--- src/rtl/ps2_pkg.sv ---
`default_nettype none
// ============================================================================
// Module      : ps2_pkg
// Description : Shared types and constants for the PS/2 receive path:
//               receiver state encoding, default filter/watchdog sizing,
//               frame length and the odd-parity helper.
// Revision    : 1.0 - initial release
// ============================================================================
package ps2_pkg;

    // Filtered-level debounce depth and idle-clock watchdog (100 us @ 50 MHz)
    localparam int unsigned c_filter_len_default  = 8;
    localparam int unsigned c_timeout_cyc_default = 5000;

    // Start + 8 data + parity + stop
    localparam int unsigned c_frame_len = 11;

    // Receiver state encoding, explicit 2-bit width
    typedef enum logic [1:0] {
        ST_IDLE   = 2'd0,
        ST_DATA   = 2'd1,
        ST_PARITY = 2'd2,
        ST_STOP   = 2'd3
    } ps2_state_t;

    // PS/2 uses odd parity: data bits XOR parity bit must be 1
    function automatic logic frame_parity_ok(input logic [7:0] data, input logic par);
        return ^{data, par};
    endfunction

endpackage : ps2_pkg
`default_nettype wire

--- src/rtl/ps2_line_filter.sv ---
`default_nettype none
// ============================================================================
// Module      : ps2_line_filter
// Description : Two-flop synchronizer followed by a glitch filter. The output
//               only changes after FILTER_LEN consecutive synchronized samples
//               that disagree with it. Resets to the idle (high) line level.
// Revision    : 1.0 - initial release
// ============================================================================
module ps2_line_filter
    import ps2_pkg::*;
#(
    parameter int unsigned FILTER_LEN = c_filter_len_default
) (
    input  logic clk,
    input  logic rst,      // synchronous, active-low
    input  logic i_line,   // asynchronous raw line
    output logic o_line    // synchronized, filtered level
);

    localparam int unsigned        c_cnt_w = $clog2(FILTER_LEN + 1);
    localparam logic [c_cnt_w-1:0] c_last  = c_cnt_w'(FILTER_LEN - 1);

    logic [1:0]         r_sync;
    logic [c_cnt_w-1:0] r_cnt;
    logic               r_line;

    // Synchronize, then count consecutive samples differing from the output
    always_ff @(posedge clk) begin
        if (!rst) begin
            r_sync <= 2'b11;
            r_cnt  <= '0;
            r_line <= 1'b1;
        end else begin
            r_sync <= {r_sync[0], i_line};
            if (r_sync[1] == r_line) begin
                r_cnt <= '0;
            end else if (r_cnt == c_last) begin
                r_line <= r_sync[1];
                r_cnt  <= '0;
            end else begin
                r_cnt <= r_cnt + 1'b1;
            end
        end
    end

    assign o_line = r_line;

endmodule : ps2_line_filter
`default_nettype wire

--- src/rtl/ps2_rx_frame.sv ---
`default_nettype none
// ============================================================================
// Module      : ps2_rx_frame
// Description : PS/2 keyboard frame receiver. Filters the PS/2 clock and data
//               lines, samples data on filtered clock falling edges, checks
//               odd parity and stop bit, and guards against a stalled clock
//               with an idle watchdog.
// Revision    : 1.0 - initial release
// ============================================================================
module ps2_rx_frame
    import ps2_pkg::*;
#(
    parameter int unsigned FILTER_LEN  = c_filter_len_default,
    parameter int unsigned TIMEOUT_CYC = c_timeout_cyc_default
) (
    input  logic       clk,
    input  logic       rst,          // synchronous, active-low
    input  logic       ps2c,
    input  logic       ps2d,
    output logic [7:0] scan_code,
    output logic       code_valid,
    output logic       frame_err,
    output logic       busy
);

    localparam int unsigned         c_wdog_w        = $clog2(TIMEOUT_CYC + 1);
    localparam logic [c_wdog_w-1:0] c_wdog_limit    = c_wdog_w'(TIMEOUT_CYC);
    // Index of the last data bit: frame minus start, parity, stop, minus one
    localparam logic [2:0]          c_last_data_bit = 3'(c_frame_len - 4);

    logic                w_ps2c_f;
    logic                w_ps2d_f;
    logic                r_ps2c_prev;
    logic                w_fall;
    logic                w_timeout;
    logic                w_accept;
    logic                w_reject;
    ps2_state_t          r_state;
    ps2_state_t          w_state_next;
    logic [7:0]          r_shift;
    logic [2:0]          r_bitcnt;
    logic                r_parity;
    logic [c_wdog_w-1:0] r_wdog;
    logic [7:0]          r_scan_code;
    logic                r_code_valid;
    logic                r_frame_err;

    ps2_line_filter #(.FILTER_LEN(FILTER_LEN)) u_filt_clk (
        .clk    (clk),
        .rst    (rst),
        .i_line (ps2c),
        .o_line (w_ps2c_f)
    );

    ps2_line_filter #(.FILTER_LEN(FILTER_LEN)) u_filt_dat (
        .clk    (clk),
        .rst    (rst),
        .i_line (ps2d),
        .o_line (w_ps2d_f)
    );

    assign w_fall    = r_ps2c_prev & ~w_ps2c_f;
    // Timeout takes priority over any edge arriving in the same cycle
    assign w_timeout = (r_state != ST_IDLE) && (r_wdog == c_wdog_limit);

    // State register
    always_ff @(posedge clk) begin
        if (!rst) begin
            r_state <= ST_IDLE;
        end else begin
            r_state <= w_state_next;
        end
    end

    // Next-state logic: advance one state per filtered falling edge
    always_comb begin
        w_state_next = r_state;
        if (w_timeout) begin
            w_state_next = ST_IDLE;
        end else if (w_fall) begin
            case (r_state)
                ST_IDLE:   if (!w_ps2d_f) w_state_next = ST_DATA;
                ST_DATA:   if (r_bitcnt == c_last_data_bit) w_state_next = ST_PARITY;
                ST_PARITY: w_state_next = ST_STOP;
                ST_STOP:   w_state_next = ST_IDLE;
                default:   w_state_next = ST_IDLE;
            endcase
        end
    end

    // Output decode: busy level and frame accept/reject on the stop edge
    always_comb begin
        busy     = (r_state != ST_IDLE);
        w_accept = 1'b0;
        w_reject = 1'b0;
        if ((r_state == ST_STOP) && w_fall && !w_timeout) begin
            if (frame_parity_ok(r_shift, r_parity) && w_ps2d_f) begin
                w_accept = 1'b1;
            end else begin
                w_reject = 1'b1;
            end
        end
    end

    // Datapath: edge history, shifter, parity, watchdog and result registers
    always_ff @(posedge clk) begin
        if (!rst) begin
            r_ps2c_prev  <= 1'b1;
            r_shift      <= '0;
            r_bitcnt     <= '0;
            r_parity     <= 1'b0;
            r_wdog       <= '0;
            r_scan_code  <= '0;
            r_code_valid <= 1'b0;
            r_frame_err  <= 1'b0;
        end else begin
            r_ps2c_prev  <= w_ps2c_f;
            r_code_valid <= w_accept;
            r_frame_err  <= w_reject | w_timeout;

            if (w_accept) begin
                r_scan_code <= r_shift;
            end

            if (w_fall || w_timeout) begin
                r_wdog <= '0;
            end else if (r_state != ST_IDLE) begin
                r_wdog <= r_wdog + 1'b1;
            end

            if (w_timeout) begin
                // Discard the partial byte
                r_shift  <= '0;
                r_bitcnt <= '0;
            end else if (w_fall) begin
                case (r_state)
                    ST_IDLE: r_bitcnt <= '0;
                    ST_DATA: begin
                        r_shift  <= {w_ps2d_f, r_shift[7:1]};
                        r_bitcnt <= r_bitcnt + 1'b1;
                    end
                    ST_PARITY: r_parity <= w_ps2d_f;
                    default: ;
                endcase
            end
        end
    end

    assign scan_code  = r_scan_code;
    assign code_valid = r_code_valid;
    assign frame_err  = r_frame_err;

endmodule : ps2_rx_frame
`default_nettype wire

--- config.mk ---
export PLATFORM = sky130hd
export DESIGN_NAME = ps2_rx_frame
export DESIGN_NICKNAME = d
export VERILOG_FILES = /design/src/rtl/ps2_pkg.sv /design/src/rtl/ps2_line_filter.sv /design/src/rtl/ps2_rx_frame.sv
export SDC_FILE = /design/constraint.sdc
export NUM_CORES = 1
export LEC_CHECK = 0
export CAP_MARGIN = 40
export CORE_MARGIN = 4
export CORE_UTILIZATION = 60
export CTS_CLUSTER_DIAMETER = 150
export DETAILED_ROUTE_END_ITERATION = 12
export GPL_ROUTABILITY_DRIVEN = 1
export PLACE_DENSITY = 0.91
export RECOVER_POWER = 25
export SYNTH_ARGS = -nofsm -noshare
export SYNTH_HDL_FRONTEND = slang
export SYNTH_SLANG_ARGS = --single-unit
--- constraint.sdc ---
create_clock -name clk -period 4.6 [get_ports clk]
set_input_delay 0.92 -clock clk [delete_from_list [all_inputs] [get_ports clk]]
set_output_delay 0.92 -clock clk [all_outputs]
set_load 0.01 [all_outputs]
# Word level (Yosys, flattened, before mapping)
# Index checks and enable logic that the tools add are counted.
# Widths: inputs -> output; s select.
# word_totals
ff_bits	52
latch_bits	0
ramBits	0
romBits	0
inputBits	4
output_inout_bits	11
elab_cells	65
mem_count	0
# classes
addsub	4
multipliers	0
n_div	0
n_lt_le_gt_ge	0
n_eq_ne	11
n_shift	0
mux	8
bitwise	7
n_reduce_logical	20
# ops
cell	n
$add 13x1->13 const B	1
$eq 13x13->1 const B	1
$reduce_xor 9->1	1
$add 4x1->4 const B	2
$eq 4x3->1 const B	2
$pmux 2 s4	1
$reduce_and 2->1	4
$pmux 3 s2	1
$reduce_and 3->1	2
$reduce_or 3->1	2
$not 1->1	5
$eq 2x2->1 const B	2
$logic_and 1x1->1	4
$mux 1	4
$mux 2	2
$ne 2x2->1 const B	2
$reduce_bool 2->1	2
$reduce_or 2->1	2
$add 3x1->3 const B	1
$eq 3x3->1 const B	1
$eq 1x1->1	2
$eq 2x1->1 const B	1
$logic_not 2->1	1
$and 1x1->1	1
other kinds (3)	3

# Longest topological paths before layout
# Gate-level depths: netlist (run 1).
# logic_depth
ltp_word	6
ltp_mapped	9
depth_no_buf	7

# Modules after synthesis
# Synthesis (run 1) repeated with hierarchy kept, for this count alone.
# hier_totals
cells_unflattened	244
hier_area_um2	2233.4
# modules_own_cells
mod	n_inst	cells_per_inst	area_per_inst_um2	seq_area_each_um2
ps2_rx_frame	1	198	1742.9	760.7
ps2_line_filter	2	23	245.2	140.1

# Worst setup path before layout (run 1)
# Ideal clock, no wire load.
# synth_path
path_kind	register to register
from	register r_state[0]
to	register r_wdog[10]
setup_time_ns	0.117
arrival_ns	1.788
required_time_ns	4.483
setup_slack_ns	2.695
stages_incl_launch_ff	10
path_buffers	2
period_less_slack_ns	1.905
path_cell_list	dfxtp_1 > inv_1 > ha_1 > buf_2 > nor4b_1 > nand4_1 > nand2_1 > or2_2 > buf_2 > nor2_1
# synth_via
elab_chain_cells	4
# synth_lines
item	line_no	text
start: declaration	ps2_rx_frame.sv:38	ps2_state_t r_state;
start signal: assignment	ps2_rx_frame.sv:71	r_state <= w_state_next;
$reduce_bool 2->1 *	ps2_rx_frame.sv:64, ps2_rx_frame.sv:127	
$logic_and 1x1->1	ps2_rx_frame.sv:64	assign w_timeout = (r_state != ST_IDLE) && (r_wdog == c_wdog_limit);
$logic_or 1x1->1	ps2_rx_frame.sv:125	if (w_fall || w_timeout) begin
$reduce_or 2->1 (no source line)	--	
end signal: assignment	ps2_rx_frame.sv:128	r_wdog <= r_wdog + 1'b1;
end: declaration	ps2_rx_frame.sv:43	logic [c_wdog_w-1:0] r_wdog;
# Every way passes the cells marked *; elsewhere a longest branch is shown, timed or not.
# A chain may end at the register's enable or synchronous reset.

# Final worst setup path (run 1)
# layout_path
from	input port rst
to	register r_wdog[4]
# layout_via
elab_chain_cells	2
# layout_lines
item	line_no	text
start: declaration	ps2_rx_frame.sv:17	input logic rst,
$not 1->1 (no source line)	--	
$reduce_or 2->1 (no source line)	--	
# Every way passes these cells.

==> results.json, run 1 <==
{
  "cts_tree": "built",
  "grt_first_pass_wirelength_um": 6306,
  "finalWirelength_um": 3768,
  "ratio_of_cells_with_drive_above_1_in_the_final_layout": 0.04247,
  "numClockSinks": 52,
  "met2_usage": 0.2988,
  "run_status": "finished, final reports clean",
  "groute.layer.met1.usage": 0.2136,
  "muxShareOfSynthArea": 0.05833,
  "drt-vias-per-instance": 5.223,
  "fin_crit_ns": 3.338,
  "cts_buffer_depth": 2,
  "unrepaired_setup_endpoints_after_global_routing": "false",
  "synth_cells": 245,
  "worst_setup_path_end_kind": "flop",
  "globalplace.congestion": 0.7805,
  "clock_latency_ns": 0.30,
  "port-buffer-count": 14,
  "synth_area_um2": 2231,
  "cts.reportedPaths.clkPinSlew_ns": 0.09,
  "detail_route.iter0.violations": 133,
  "grt_remaining_overflow": 0,
  "area_growth_syn_to_layout_pct": 11.10,
  "antenna_left": 0,
  "drc_errors": 0,
  "met3_usage": 0.04862,
  "ffs_latches_synth": 52,
  "floorplan.die.height_um": 68.98,
  "nNetsFinal": 273,
  "worst-r2r-setup-slack_ns": 2.16,
  "synth-compound-area-share": 0.03982,
  "final.fill_count": 262,
  "floorplan.initialDensity": 0.6432,
  "postCtsHoldBufs": 0,
  "postSynthNetCount": 260,
  "diodes": 0,
  "synth_area_per_cell_um2": 9.106,
  "clock_tree.htree_level_count": 2,
  "wl_per_cell_um": 12.35,
  "dp_hpwl_um": 2726,
  "grt_use_total": 0.1779,
  "yosys.cell_types.count": 34,
  "die_w_um": 68.98,
  "synth_simple_gate_area_share": 0.2311,
  "top_usage_layer": "met2",
  "route.vias.total": 1593,
  "floorplan.rows": 21,
  "total_die_area_um2": 4758,
  "fmaxAchievable_ghz": 0.2996,
  "power.density_cell_area_nw_per_um2": 291.6,
  "critical_path_required_ns": 4.84,
  "grt_antenna_before_repair": 0,
  "max_cap_check_violation_count": 0,
  "largest_family_of_logic_cells_by_synthesized_area": "simple AND/OR/NAND/NOR gates",
  "p_leak_nw": 0.9526,
  "crit-reg2reg-launch": "r_state[0]",
  "critical_path_arrival_ns": 3.58,
  "final.period_utilization": 0.7257,
  "synth_seq_area_share": 0.4666,
  "timing.slew.headroom": 0.2472,
  "p_total_mw": 0.7226,
  "reg2reg_depth": 7,
  "post-route-worst-setup-slack_ns": 1.262,
  "yosysWarnings": 0,
  "initial_drt_pass_iterations": 4,
  "grt_start_max_net_pins": 31,
  "timing.clock.skew_ns": 0.006222,
  "final.setup.tns_ns": 0,
  "rr_endpoint": "r_wdog[4]",
  "total_count_of_max_transition_violations_in_the_final_report": 0,
  "worstHoldPathType": "flop to flop",
  "boundaryPins": 15,
  "cts_root_cell": "sky130_fd_sc_hd__clkbuf_8",
  "min_to": "u_filt_dat.r_sync[1]",
  "max-vdd-ir-drop_mv": 0.2015,
  "post_cts_buffers": 0,
  "tritoncts.num_buffers": 5,
  "critPathLaunchType": "primary input",
  "first_global_vias": 1462,
  "setup_violations": 0,
  "synth_xor_area_frac": 0.1071,
  "synth_adder_area_share": 0.06169,
  "origin_of_the_worst_min_delay_path": "u_filt_dat.r_sync[0]",
  "dp_slack_ns": 1.864,
  "worstMarginPinSlew_ns": 1.129,
  "design.core.area_um2": 3468,
  "report.final.hold_viol_count": 0,
  "criticalPathCategory": "primary input to flop",
  "timing.critical_path.fanout_max": 30,
  "post_cts_resize_count": 0,
  "holdPathStages": 1
}
-- cell usage after synthesis (all sizes together) --
| cell | instances | area [um2] |
|---|---|---|
| nor3 | 3 | 15.01 |
| nor3b | 1 | 7.510 |
| xnor3 | 1 | 22.52 |
| and2 | 2 | 12.51 |
| o21ai | 2 | 10.01 |
| xnor2 | 12 | 120.1 |
| inv | 9 | 33.78 |
| nand2b | 6 | 37.54 |
| nor2 | 27 | 101.4 |
| nand2 | 44 | 165.2 |
| nor4 | 1 | 6.260 |
| a22oi | 2 | 15.01 |
| or2 | 1 | 6.260 |
| buf | 5 | 30.02 |
| nor2b | 2 | 12.51 |
| nand3b | 2 | 15.01 |
| ha | 11 | 137.6 |
| nand3 | 10 | 50.05 |
| xor2 | 11 | 96.34 |
| a211oi | 1 | 7.510 |
| and3b | 1 | 8.760 |
| nor4b | 2 | 17.52 |
| nand4 | 3 | 18.77 |
| and3 | 4 | 25.02 |
| a31oi | 1 | 6.260 |
| mux2i | 13 | 130.1 |
| clkbuf | 4 | 15.01 |
| and4b | 1 | 10.01 |
| or3 | 1 | 6.260 |
| dfxtp | 52 | 1041 |
| a21oi | 10 | 50.05 |
-- cell usage in the layout, fill, tap and decap left out, drive strengths merged, types with 2 or more instances in the layout --
cell type	instances
a21oi	10
a22oi	2
and2	2
and3	4
clkbuf	6
clkdlybuf4s50	13
clkinv	2
dfxtp	52
ha	11
inv	10
mux2i	13
nand2	44
nand2b	6
nand3	10
nand3b	2
nand4	3
nor2	27
nor2b	2
nor3	3
nor4b	2
o21ai	2
xnor2	12
xor2	11
-- routing by layer --
layer | vias up | wire length [um]
met5 | - | 0
met4 | 0 | 70
met3 | 8 | 109
met2 | 21 | 1826
met1 | 744 | 1761
li1 | 820 | -
-- state kept, by name, summed over array words and instances (netlist names) --
signal and flops:
u_filt_clk.r_sync 2, r_shift 8, r_state 2, scan_code 8, u_filt_clk.r_cnt 4, r_wdog 13
r_parity 1, r_bitcnt 3, code_valid 1, frame_err 1, u_filt_dat.r_sync 2, u_filt_dat.o_line 1
r_ps2c_prev 1, u_filt_dat.r_cnt 4, u_filt_clk.o_line 1
-- per-stage QoR --
step                utilization  instance area [um2]  cells  hold WS, ns
floorplan                     -                 2231    245       0.3863
global placement         0.6894                 2391    297       0.3924
detailed placement       0.6894                 2391    297       0.3999
CTS                      0.7157                 2482    305       0.4274
global route             0.7146                 2479    305       0.4471
finish                   0.7146                 2479    305       0.4201
-- power breakdown --
group          switching, mW  leakage [nW]  internal, mW
Sequential          0.000984         0.420         0.452
Combinational        0.00830         0.484       0.00438
Clock                  0.148        0.0485         0.109
Total                  0.157         0.953         0.565
-- layout make-up --
type / instances / area, um2 / share of cell area
flip-flops and latches: 52 / 1041 / 0.4200
well taps: 46 / 57.56 / 0.02322
inverters: 9 / 33.78 / 0.01363
repair buffers: 15 / 143.9 / 0.05805
clock inverters: 3 / 22.52 / 0.009086
clock buffers: 5 / 68.82 / 0.02776
multi-input cells: 175 / 1111 / 0.4483
-- cells by family (layout without fill, tap and decap cells) --
logic type	count (synthesis)	after routing
adders and majority gates	11	11
DFF	52	52
and+or+nand+nor	111	111
buffers and inverters	18	32
AOI/OAI and AO/OA	16	16
muxes	13	13
xor gates and xnor gates	24	24
-- critical path, cell delays in order --
cell and delay (ns):
sky130_fd_sc_hd__dlygate4sd3_1 0.52, sky130_fd_sc_hd__clkbuf_1 0.83, sky130_fd_sc_hd__nand2_1 0.56, sky130_fd_sc_hd__or2_2 0.57, sky130_fd_sc_hd__nor2_1 0.16
-- worst max path at each step --
stage	startpoint	end	slack, ns	cells past startpoint
after floorplan	r_state[0]	r_wdog[10]	2.70	9
after global placement	rst	r_wdog[2]	1.89	5
after detailed placement	rst	r_wdog[4]	1.86	5
after CTS	r_state[0]	busy	1.89	4
after global routing	rst	r_wdog[0]	0.97	5
final	rst	r_wdog[4]	1.26	5
Note: power is estimated with default switching activity, not from simulation.
==> inputs of run 2 (changes only) <==
--- a/config.mk
+++ b/config.mk
@@ -7,11 +7,11 @@
 export LEC_CHECK = 0
 export CAP_MARGIN = 40
 export CORE_MARGIN = 4
-export CORE_UTILIZATION = 60
+export CORE_UTILIZATION = 57
 export CTS_CLUSTER_DIAMETER = 150
 export DETAILED_ROUTE_END_ITERATION = 12
 export GPL_ROUTABILITY_DRIVEN = 1
-export PLACE_DENSITY = 0.91
+export PLACE_DENSITY = 0.87
 export RECOVER_POWER = 25
 export SYNTH_ARGS = -nofsm -noshare
 export SYNTH_HDL_FRONTEND = slang
==> constraint.sdc (replaced) <==
create_clock -name clk -period 3.3 [get_ports clk]
set_input_delay 0.66 -clock clk [delete_from_list [all_inputs] [get_ports clk]]
set_output_delay 0.66 -clock clk [all_outputs]
set_load 0.01 [all_outputs]
==> run 2 against run 1 <==
  * First-iteration DRC count fell by 23%
  * Hold slack got worse by 0.0069 ns
  * Final cell count rose by 0.33%
  * Clock skew rose by 0.0017 ns
  * Utilization fell by 3.7 points
  * Total power rose by 58%
  * Setup slack got worse by 0.41 ns
  * Register-to-register slack got worse by 1.3 ns
  * Critical path depth rose by 2
  * Non-clock buffer count did not move
==> results.json, run 2 (same netlist as run 1, synthesis figures left out) <==
{
  "post-route-worst-setup-slack_ns": 0.8494,
  "timing.slew.headroom": 0.2762,
  "post_cts_resize_count": 0,
  "diodes": 0,
  "mostFrequentLayoutCells": "sky130_fd_sc_hd__dfxtp_1 (52), sky130_fd_sc_hd__nand2_1 (44), sky130_fd_sc_hd__nor2_1 (27)",
  "setup_violations": 0,
  "total_count_of_max_transition_violations_in_the_final_report": 0,
  "rr_endpoint": "r_wdog[3]",
  "crit-reg2reg-launch": "r_state[0]",
  "timing.critical_path.fanout_max": 15,
  "seqCellArea_um2": 1041,
  "critical_path_arrival_ns": 2.63,
  "critical_path.n_buffers_inverters": 1,
  "worst-r2r-setup-slack_ns": 0.85,
  "multi_input_area_um2": 1111,
  "initial_drt_pass_iterations": 4,
  "grt_start_max_net_pins": 30,
  "design.core.area_um2": 3716,
  "top_register": "r_wdog",
  "critPathLaunchType": "flop",
  "postCtsHoldBufs": 0,
  "grt_antenna_before_repair": 0,
  "globalplace.congestion": 0.8213,
  "reg2reg_depth": 7,
  "final_util": 0.6778,
  "cts_root_cell": "sky130_fd_sc_hd__clkbuf_8",
  "origin_of_the_worst_min_delay_path": "u_filt_dat.r_sync[0]",
  "tritoncts.num_buffers": 5,
  "floorplan.rows": 22,
  "fmaxAchievable_ghz": 0.4081,
  "wl_per_cell_um": 12.49,
  "floorplan.initialDensity": 0.6003,
  "floorplan.die.height_um": 70.56,
  "p_leak_nw": 0.9683,
  "boundaryPins": 15,
  "unrepaired_setup_endpoints_after_global_routing": "false",
  "max_cap_check_violation_count": 0,
  "max-vdd-ir-drop_mv": 0.3238,
  "finalWirelength_um": 3822,
  "fin_crit_ns": 2.451,
  "report.final.hold_viol_count": 0,
  "detail_route.iter0.violations": 103,
  "final.fill_count": 280,
  "clock_tree.htree_level_count": 2,
  "numClockSinks": 52,
  "worst_setup_path_end_kind": "flop",
  "area_growth_syn_to_layout_pct": 12.90,
  "grt_use_total": 0.1698,
  "post_cts_buffers": 0,
  "run_status": "finished, final reports clean",
  "criticalPathCategory": "flop to flop",
  "total_die_area_um2": 4979,
  "worst_path_dominant_cell_family": "simple AND/OR/NAND/NOR gates",
  "timing.critical_path.cells": "inv_1 > ha_1 > nor4b_1 > nand4_1 > nand2_1 > or2_2 > nor2_1",
  "ratio_of_cells_with_drive_above_1_in_the_final_layout": 0.03876,
  "antenna_left": 0,
  "dp_hpwl_um": 2708,
  "final.setup.tns_ns": 0,
  "cts_tree": "built",
  "largest_register_ffs": 13,
  "cts.reportedPaths.clkPinSlew_ns": 0.08,
  "drc_errors": 0,
  "worstMarginPinSlew_ns": 1.086,
  "dp_slack_ns": 0.8916,
  "timing.clock.skew_ns": 0.007932,
  "grt_first_pass_wirelength_um": 6741,
  "route.vias.total": 1614,
  "die_w_um": 70.56,
  "worstHoldPathType": "flop to flop",
  "holdPathStages": 1,
  "p_total_mw": 1.141,
  "power.density_cell_area_nw_per_um2": 453.0,
  "min_to": "u_filt_dat.r_sync[1]",
  "critical-path-max-stage-delay_ns": 0.46,
  "critical_path_required_ns": 3.48,
  "nNetsFinal": 273,
  "final.period_utilization": 0.7426,
  "grt_remaining_overflow": 0,
  "cts_buffer_depth": 2,
  "slowest_stage_cell_crit_path": "sky130_fd_sc_hd__nand2_1",
  "first_global_vias": 1563,
  "hold_slack_ns": 0.4133,
  "layout.cells.most_common": "sky130_fd_sc_hd__dfxtp_1",
  "port-buffer-count": 14,
  "clock_latency_ns": 0.30,
  "drt-vias-per-instance": 5.275
}
-- run 2: cell types whose count changed in the layout (fill, tap and decap cells not counted), sizes merged --
cell / before / now
inv: 10 / 9
clkinv: 2 / 0
bufinv: 0 / 2
-- run 2: cell type report --
type / instances / area share
Multi-Input combinational cell: 175 / 0.4411
Timing Repair Buffer: 15 / 0.05713
Sequential cell: 52 / 0.4133
Tap cell: 48 / 0.02384
Clock buffer: 5 / 0.02732
Inverter: 9 / 0.01341
Clock inverter: 2 / 0.02384
-- run 2: power breakdown --
part	switching, mW	total (mW)	leakage, nW	internal, mW
sequential	0.00137	0.631	0.420	0.630
combinational	0.0121	0.0182	0.484	0.00610
clock	0.193	0.492	0.0642	0.298
-- run 2: worst max path at each step --
stage | cells after the start | slack, ns | start | endpoint
2_1_floorplan | 9 | 1.40 | r_state[0] | r_wdog[10]
4_1_cts | 4 | 0.85 | r_state[0] | busy
6_report | 7 | 0.85 | r_state[0] | r_wdog[3]
5_1_grt | 7 | 0.64 | r_state[0] | r_wdog[5]
3_3_place_gp | 7 | 1.06 | r_state[0] | r_wdog[3]
3_5_place_dp | 7 | 0.89 | r_state[0] | r_wdog[12]
-- run 2: metrics by stage --
| stage | std cells | cell area [um2] |
|---|---|---|
| final | 306 | 2519 |
| after global routing | 306 | 2519 |
| after CTS | 306 | 2522 |
| after detailed placement | 299 | 2394 |
| after global placement | 299 | 2394 |
| after floorplan | 245 | 2231 |
-- run 2: routing by layer --
layer | global-route usage | wire [um] | vias up
met5 | 0 | 0 | -
met4 | 0.07516 | 71 | 0
met3 | 0.05682 | 130 | 8
met2 | 0.2744 | 1873 | 25
met1 | 0.2066 | 1747 | 757
li1 | - | - | 824
